[config.mk]
export PLATFORM = sky130hd
export DESIGN_NAME = spi_master_ctrl
export DESIGN_NICKNAME = d
export VERILOG_FILES = /design/src/rtl/spi_master_ctrl.sv
export SDC_FILE = /design/constraint.sdc
export NUM_CORES = 1
export LEC_CHECK = 0
export CORE_UTILIZATION = 35
export DETAILED_ROUTE_END_ITERATION = 6
export PLACE_DENSITY_LB_ADDON = 0.12
export SYNTH_ARGS = -nofsm -noshare
export SYNTH_HDL_FRONTEND = slang
export SYNTH_SLANG_ARGS = --single-unit
export TNS_END_PERCENT = 5
[constraint.sdc]
create_clock -name clk -period 3.6 [get_ports clk]
set_clock_uncertainty 0.15 [all_clocks]
set_input_delay 1.08 -clock clk [delete_from_list [all_inputs] [get_ports clk]]
set_output_delay 1.08 -clock clk [all_outputs]
set_load 0.02 [all_outputs]
[src/rtl/spi_master_ctrl.sv]
// SPI mode-0 master: byte stream in, MSB-first shift out, full-duplex byte capture.
// Byte time 16*DIV clks; cmd_ready only in IDLE/WAIT, WAIT holds CS low indefinitely.
module spi_master_ctrl #(
  parameter int DIV     = 4,
  parameter int CSS_CYC = 4,
  parameter int CSH_CYC = 4,
  parameter int GAP_CYC = 8
) (
  input  logic       clk,
  input  logic       rst_n,
  input  logic       cmd_valid,
  output logic       cmd_ready,
  input  logic [7:0] cmd_data,
  input  logic       cmd_last,
  output logic       rx_valid,
  output logic [7:0] rx_data,
  output logic       busy,
  output logic       spi_sclk,
  output logic       spi_cs_n,
  output logic       spi_mo,
  input  logic       spi_mi
);

  localparam int MAX_A   = (DIV > CSS_CYC) ? DIV : CSS_CYC;
  localparam int MAX_B   = (CSH_CYC > GAP_CYC) ? CSH_CYC : GAP_CYC;
  localparam int MAX_CYC = (MAX_A > MAX_B) ? MAX_A : MAX_B;
  localparam int CW      = (MAX_CYC > 1) ? $clog2(MAX_CYC) : 1;

  localparam logic [CW-1:0] DIV_END = CW'(DIV - 1);
  localparam logic [CW-1:0] CSS_END = CW'(CSS_CYC - 1);
  localparam logic [CW-1:0] CSH_END = CW'(CSH_CYC - 1);
  localparam logic [CW-1:0] GAP_END = CW'(GAP_CYC - 1);

  typedef enum logic [2:0] {IDLE, SETUP, LOW, HIGH, WAIT, HOLD, GAP} state_t;

  state_t        state;
  logic [CW-1:0] cnt;
  logic [2:0]    bit_cnt;
  logic [7:0]    tx_sh;
  logic [7:0]    rx_sh;
  logic          last_q;
  logic          ready_en;

  // ready_en keeps cmd_ready low for the first clk after reset release
  assign cmd_ready = ready_en && ((state == IDLE) || (state == WAIT));
  assign busy      = (state != IDLE);

  always_ff @(posedge clk or negedge rst_n) begin
    if (!rst_n) begin
      state    <= IDLE;
      cnt      <= '0;
      bit_cnt  <= 3'd0;
      tx_sh    <= 8'h00;
      rx_sh    <= 8'h00;
      last_q   <= 1'b0;
      ready_en <= 1'b0;
      rx_valid <= 1'b0;
      rx_data  <= 8'h00;
      spi_sclk <= 1'b0;
      spi_cs_n <= 1'b1;
      spi_mo   <= 1'b0;
    end else begin
      ready_en <= 1'b1;
      rx_valid <= 1'b0;
      case (state)
        IDLE: begin
          if (cmd_valid && cmd_ready) begin
            tx_sh    <= cmd_data;
            last_q   <= cmd_last;
            bit_cnt  <= 3'd7;
            spi_cs_n <= 1'b0;
            spi_mo   <= cmd_data[7];
            cnt      <= '0;
            state    <= SETUP;
          end
        end
        SETUP: begin
          if (cnt == CSS_END) begin
            cnt   <= '0;
            state <= LOW;
          end else begin
            cnt <= cnt + 1'b1;
          end
        end
        LOW: begin
          if (cnt == DIV_END) begin
            cnt      <= '0;
            spi_sclk <= 1'b1;
            rx_sh    <= {rx_sh[6:0], spi_mi};
            state    <= HIGH;
          end else begin
            cnt <= cnt + 1'b1;
          end
        end
        HIGH: begin
          if (cnt == DIV_END) begin
            cnt      <= '0;
            spi_sclk <= 1'b0;
            if (bit_cnt != 3'd0) begin
              bit_cnt <= bit_cnt - 3'd1;
              spi_mo  <= tx_sh[bit_cnt - 3'd1];
              state   <= LOW;
            end else begin
              rx_data  <= rx_sh;
              rx_valid <= 1'b1;
              state    <= last_q ? HOLD : WAIT;
            end
          end else begin
            cnt <= cnt + 1'b1;
          end
        end
        WAIT: begin
          // next byte of the same frame skips the CS setup delay
          if (cmd_valid && cmd_ready) begin
            tx_sh   <= cmd_data;
            last_q  <= cmd_last;
            bit_cnt <= 3'd7;
            spi_mo  <= cmd_data[7];
            cnt     <= '0;
            state   <= LOW;
          end
        end
        HOLD: begin
          spi_mo <= 1'b0;
          if (cnt == CSH_END) begin
            cnt      <= '0;
            spi_cs_n <= 1'b1;
            state    <= GAP;
          end else begin
            cnt <= cnt + 1'b1;
          end
        end
        GAP: begin
          if (cnt == GAP_END) begin
            cnt   <= '0;
            state <= IDLE;
          end else begin
            cnt <= cnt + 1'b1;
          end
        end
        default: state <= IDLE;
      endcase
    end
  end

endmodule

==> results.txt <==
----------------------------------------------------
[Min path]
  Worst min path class ... reg -> reg
  Source of the worst hold timing path ... rx_data[2]
  Endpoint with the worst hold slack ... rx_data[2]
  Instance count along the most critical hold path ... 1

[Floorplanning]
  Chip Height ... 75.33 um
  I/O pins ... 27
  Core outline area ... 5140 um^2
  Row count ... 26
  Die footprint ... 5674 um^2
  Effective utilization at floorplan ... 36.61%
  Chip width ... 75.33 um

[Yosys]
  Number of cells produced by synthesis ... 149
  Ys flop type ... sky130_fd_sc_hd__dfrtp_1
  Number of library cell types mapped by synthesis ... 46
  Post-synthesis cell area ... 1882 um^2
  Async set or reset register ratio after synthesis ... 100.0%
  Number of enable-type register cells in the synthesized netlist ... 0
  Synthesized flop and latch total ... 39
  Synth warnings ... 0
  Sequential element share of the synthesized area ... 51.93%
  Avg Cell Area, Syn ... 12.63 um^2
  Number of nets produced by synthesis ... 168

[Worst setup path]
  Startpoint of the worst register-to-register path ... cnt[0]
  Worst path arrival time ... 1.97 ns
  Terminus of the critical flop-to-flop path ... rx_sh[1]
  Worst-path maximum fanout ... 16
  Required time of the critical path ... 2.37 ns
  Crit Path Class ... reg -> out
  Worst r2r path cells ... 5
  Start point of the critical path ... state[1]
  FF-to-FF setup slack ... 1.45 ns
  Nature of the critical path startpoint ... flip-flop
  Setup crit end kind ... output port

[Route]
  Detailed Route WL ... 3.462 mm
  Number of nets still failing antenna checks after routing ... 0
  DR DRC count ... 0
  Ratio of routed vias to standard cells ... 4.980
  Final routed wire length divided by cell count ... 13.85 um
  Number of detailed-routing iterations run before antenna repair ... 3
  Vias after detailed routing ... 1245
  Number of DRC violations after detailed-routing iteration 0 ... 97

[Timing]
  Hold violation total from the final report ... 0
  Max Slew Vio Count ... 0
  Final critical delay including setup and external delays ... 3.201 ns
  RSZ-0062 raised after global routing ... false
  Remaining max-slew budget at the tightest pin ... 42.84%
  Minimum setup slack in the final design ... 0.3993 ns
  Tightest Pin Transition ... 0.8574 ns
  Final critical-path share of the clock period ... 88.91%
  Setup total negative slack ... 0 ns
  Number of setup violations in the final report ... 0
  FMAX ... 312.4 MHz

[Final layout]
  Finished Layout Cells ... 250
  Core utilization of the finished layout ... 45.62%
  Relative area change from synthesis to final layout ... 24.60%
  Fraction of final layout cells with drive strength greater than 1 ... 12.78%
  Total number of nets in the final design ... 198
  # diodes ... 0

[Placed design]
  Count of input and output buffers ... 26
  Pre-CTS worst setup slack ... 0.7139 ns
  Total half-perimeter wirelength after legalization and detailed placement ... 2.499 mm
  Total instance count after detailed placement ... 242
  RD Place Congestion ... 0.7801

[Clocking]
  Clock tree from TritonCTS ... done
  Total CTS buffers ... 5
  Clock Tree Buf Depth ... 2
  Depth of the CTS H-tree ... 2
  Cell at the root of the clock tree ... sky130_fd_sc_hd__clkbuf_8
  Clock sink total ... 39
  Clock transition at the registers of the reported paths ... 0.08 ns
  CTS-repair resized insts ... 0
  Post-CTS Setup Repair Bufs ... 0
  Clock latency of the later-clocked register in the worst-skew pair ... 0.29 ns
  Hold buffer count at CTS ... 0

[Outcome]
  Status ... finished, final reports clean

[Global routing]
  GRT overflow ... 0
  First-pass GRT wire length ... 6.306 mm
  GR Util All Layers ... 15.13%
  Largest net degree at the start of global routing ... 40
  Number of antenna violations at the first check in global routing ... 0
  Number of global-route vias before repair ... 1320

[Pwr]
  Max IR drop VDD ... 0.2425 mV
  Leakage power ... 1.100 nW
  Cell area power density ... 416.6 nW/um^2

[Run]
  Number of maximum-capacitance violations ... 0

----------------------------------------------------
-- registers in the layout, summed over array words and instances, names as in the netlist, 3 cells and up --
| signal | cells |
|---|---|
| tx_sh | 8 |
| rx_sh | 8 |
| bit_cnt | 3 |
| cnt | 3 |
| rx_data | 8 |
| state | 3 |
-- synthesized netlist by cell type, types with 2 or more instances --
| library cell | instances | area share (%) |
|---|---|---|
| sky130_fd_sc_hd__inv_1 | 9 | 1.8 |
| sky130_fd_sc_hd__mux2i_1 | 3 | 1.6 |
| sky130_fd_sc_hd__mux4_2 | 2 | 2.4 |
| sky130_fd_sc_hd__nand2_1 | 5 | 1.0 |
| sky130_fd_sc_hd__or3_1 | 2 | 0.66 |
| sky130_fd_sc_hd__a31oi_1 | 2 | 0.66 |
| sky130_fd_sc_hd__clkbuf_1 | 2 | 0.40 |
| sky130_fd_sc_hd__mux2_1 | 25 | 15 |
| sky130_fd_sc_hd__nor3_1 | 2 | 0.53 |
| sky130_fd_sc_hd__nand3_1 | 2 | 0.53 |
| sky130_fd_sc_hd__nor2_1 | 5 | 1.0 |
| sky130_fd_sc_hd__ha_1 | 6 | 4.0 |
| sky130_fd_sc_hd__a21oi_1 | 9 | 2.4 |
| sky130_fd_sc_hd__a221oi_1 | 3 | 1.4 |
| sky130_fd_sc_hd__o21ai_0 | 4 | 1.1 |
| sky130_fd_sc_hd__dfrtp_1 | 38 | 51 |
-- critical path, stage by stage (launching register included) --
cell                              delay (ns)
sky130_fd_sc_hd__dfrtp_1                0.58
sky130_fd_sc_hd__nor2_1                 0.33
sky130_fd_sc_hd__and2_1                 0.18
sky130_fd_sc_hd__clkdlybuf4s50_1        0.59
-- metal layers --
metal / global-route usage (%) / vias up / part of all wire [%] / routed length [um]
met4: 4.938 / 0 / 1.0 / 36
met1: 20.41 / 622 / 47 / 1627
met2: 23.91 / 21 / 49 / 1686
li1: - / 598 / - / -
met5: 0 / - / 0 / 0
met3: 3.968 / 4 / 3.2 / 111
-- cell usage in the layout, fill, tap and decap left out, types with 3 or more instances in the layout --
cell	n
sky130_fd_sc_hd__mux2i_1	3
sky130_fd_sc_hd__ha_1	6
sky130_fd_sc_hd__nor2_1	5
sky130_fd_sc_hd__mux2_1	25
sky130_fd_sc_hd__clkdlybuf4s50_1	25
sky130_fd_sc_hd__o21ai_0	4
sky130_fd_sc_hd__a21oi_1	9
sky130_fd_sc_hd__nand2_1	5
sky130_fd_sc_hd__inv_1	9
sky130_fd_sc_hd__dfrtp_1	38
sky130_fd_sc_hd__a221oi_1	3
sky130_fd_sc_hd__clkbuf_8	5
-- area by class of cell --
class / instances / area, um^2
Multi-Input combinational cell: 95 / 835.8
Tap cell: 70 / 87.58
Fill cell: 513 / 2795
Sequential cell: 39 / 977.2
Clock inverter: 3 / 67.56
Clock buffer: 5 / 68.82
Timing Repair Buffer: 28 / 270.3
Inverter: 10 / 37.54
-- power by group --
| group | leakage, nW | switching, mW | total, mW | internal (mW) |
|---|---|---|---|---|
| clock | 0.0644 | 0.153 | 0.429 | 0.276 |
| combinational | 0.532 | 0.0386 | 0.0821 | 0.0434 |
| sequential | 0.504 | 0.0134 | 0.465 | 0.452 |
-- through the flow --
stage | area, um^2 | power (mW) | hold WS (ns)
after CTS | 2345 | 0.9952 | 0.3434
after global routing | 2345 | 1.027 | 0.3606
after floorplan | 1882 | 0.5166 | 0.3024
after global placement | 2208 | 0.5553 | 0.3175
final | 2345 | 0.9768 | 0.3363
after detailed placement | 2208 | 0.5583 | 0.3251
-- how the worst max path moves through the flow --
stage | slack (ns) | endpoint | cells after the start
floorplan | 1.20 | busy | 3
global placement | 0.82 | cmd_ready | 3
detailed placement | 0.71 | cmd_ready | 3
CTS | 0.39 | cmd_ready | 3
global route | 0.25 | cmd_ready | 3
finish | 0.40 | cmd_ready | 3
-- logic make-up (layout without fill, tap and decap cells) --
| logic type | after synthesis | in the layout | synth area share, % |
|---|---|---|---|
| DFF | 39 | 39 | 51.93 |
| muxes | 31 | 31 | 19.55 |
| AOI/OAI and AO/OA | 29 | 29 | 10.11 |
| and+or+nand+nor | 27 | 27 | 10.11 |
| buffers and inverters | 15 | 46 | 3.657 |
| adders and majority gates | 6 | 6 | 3.989 |
| other | 1 | 1 | 0.1993 |
| xor gates and xnor gates | 1 | 1 | 0.4655 |
Note: power is estimated with default switching activity, not from simulation.
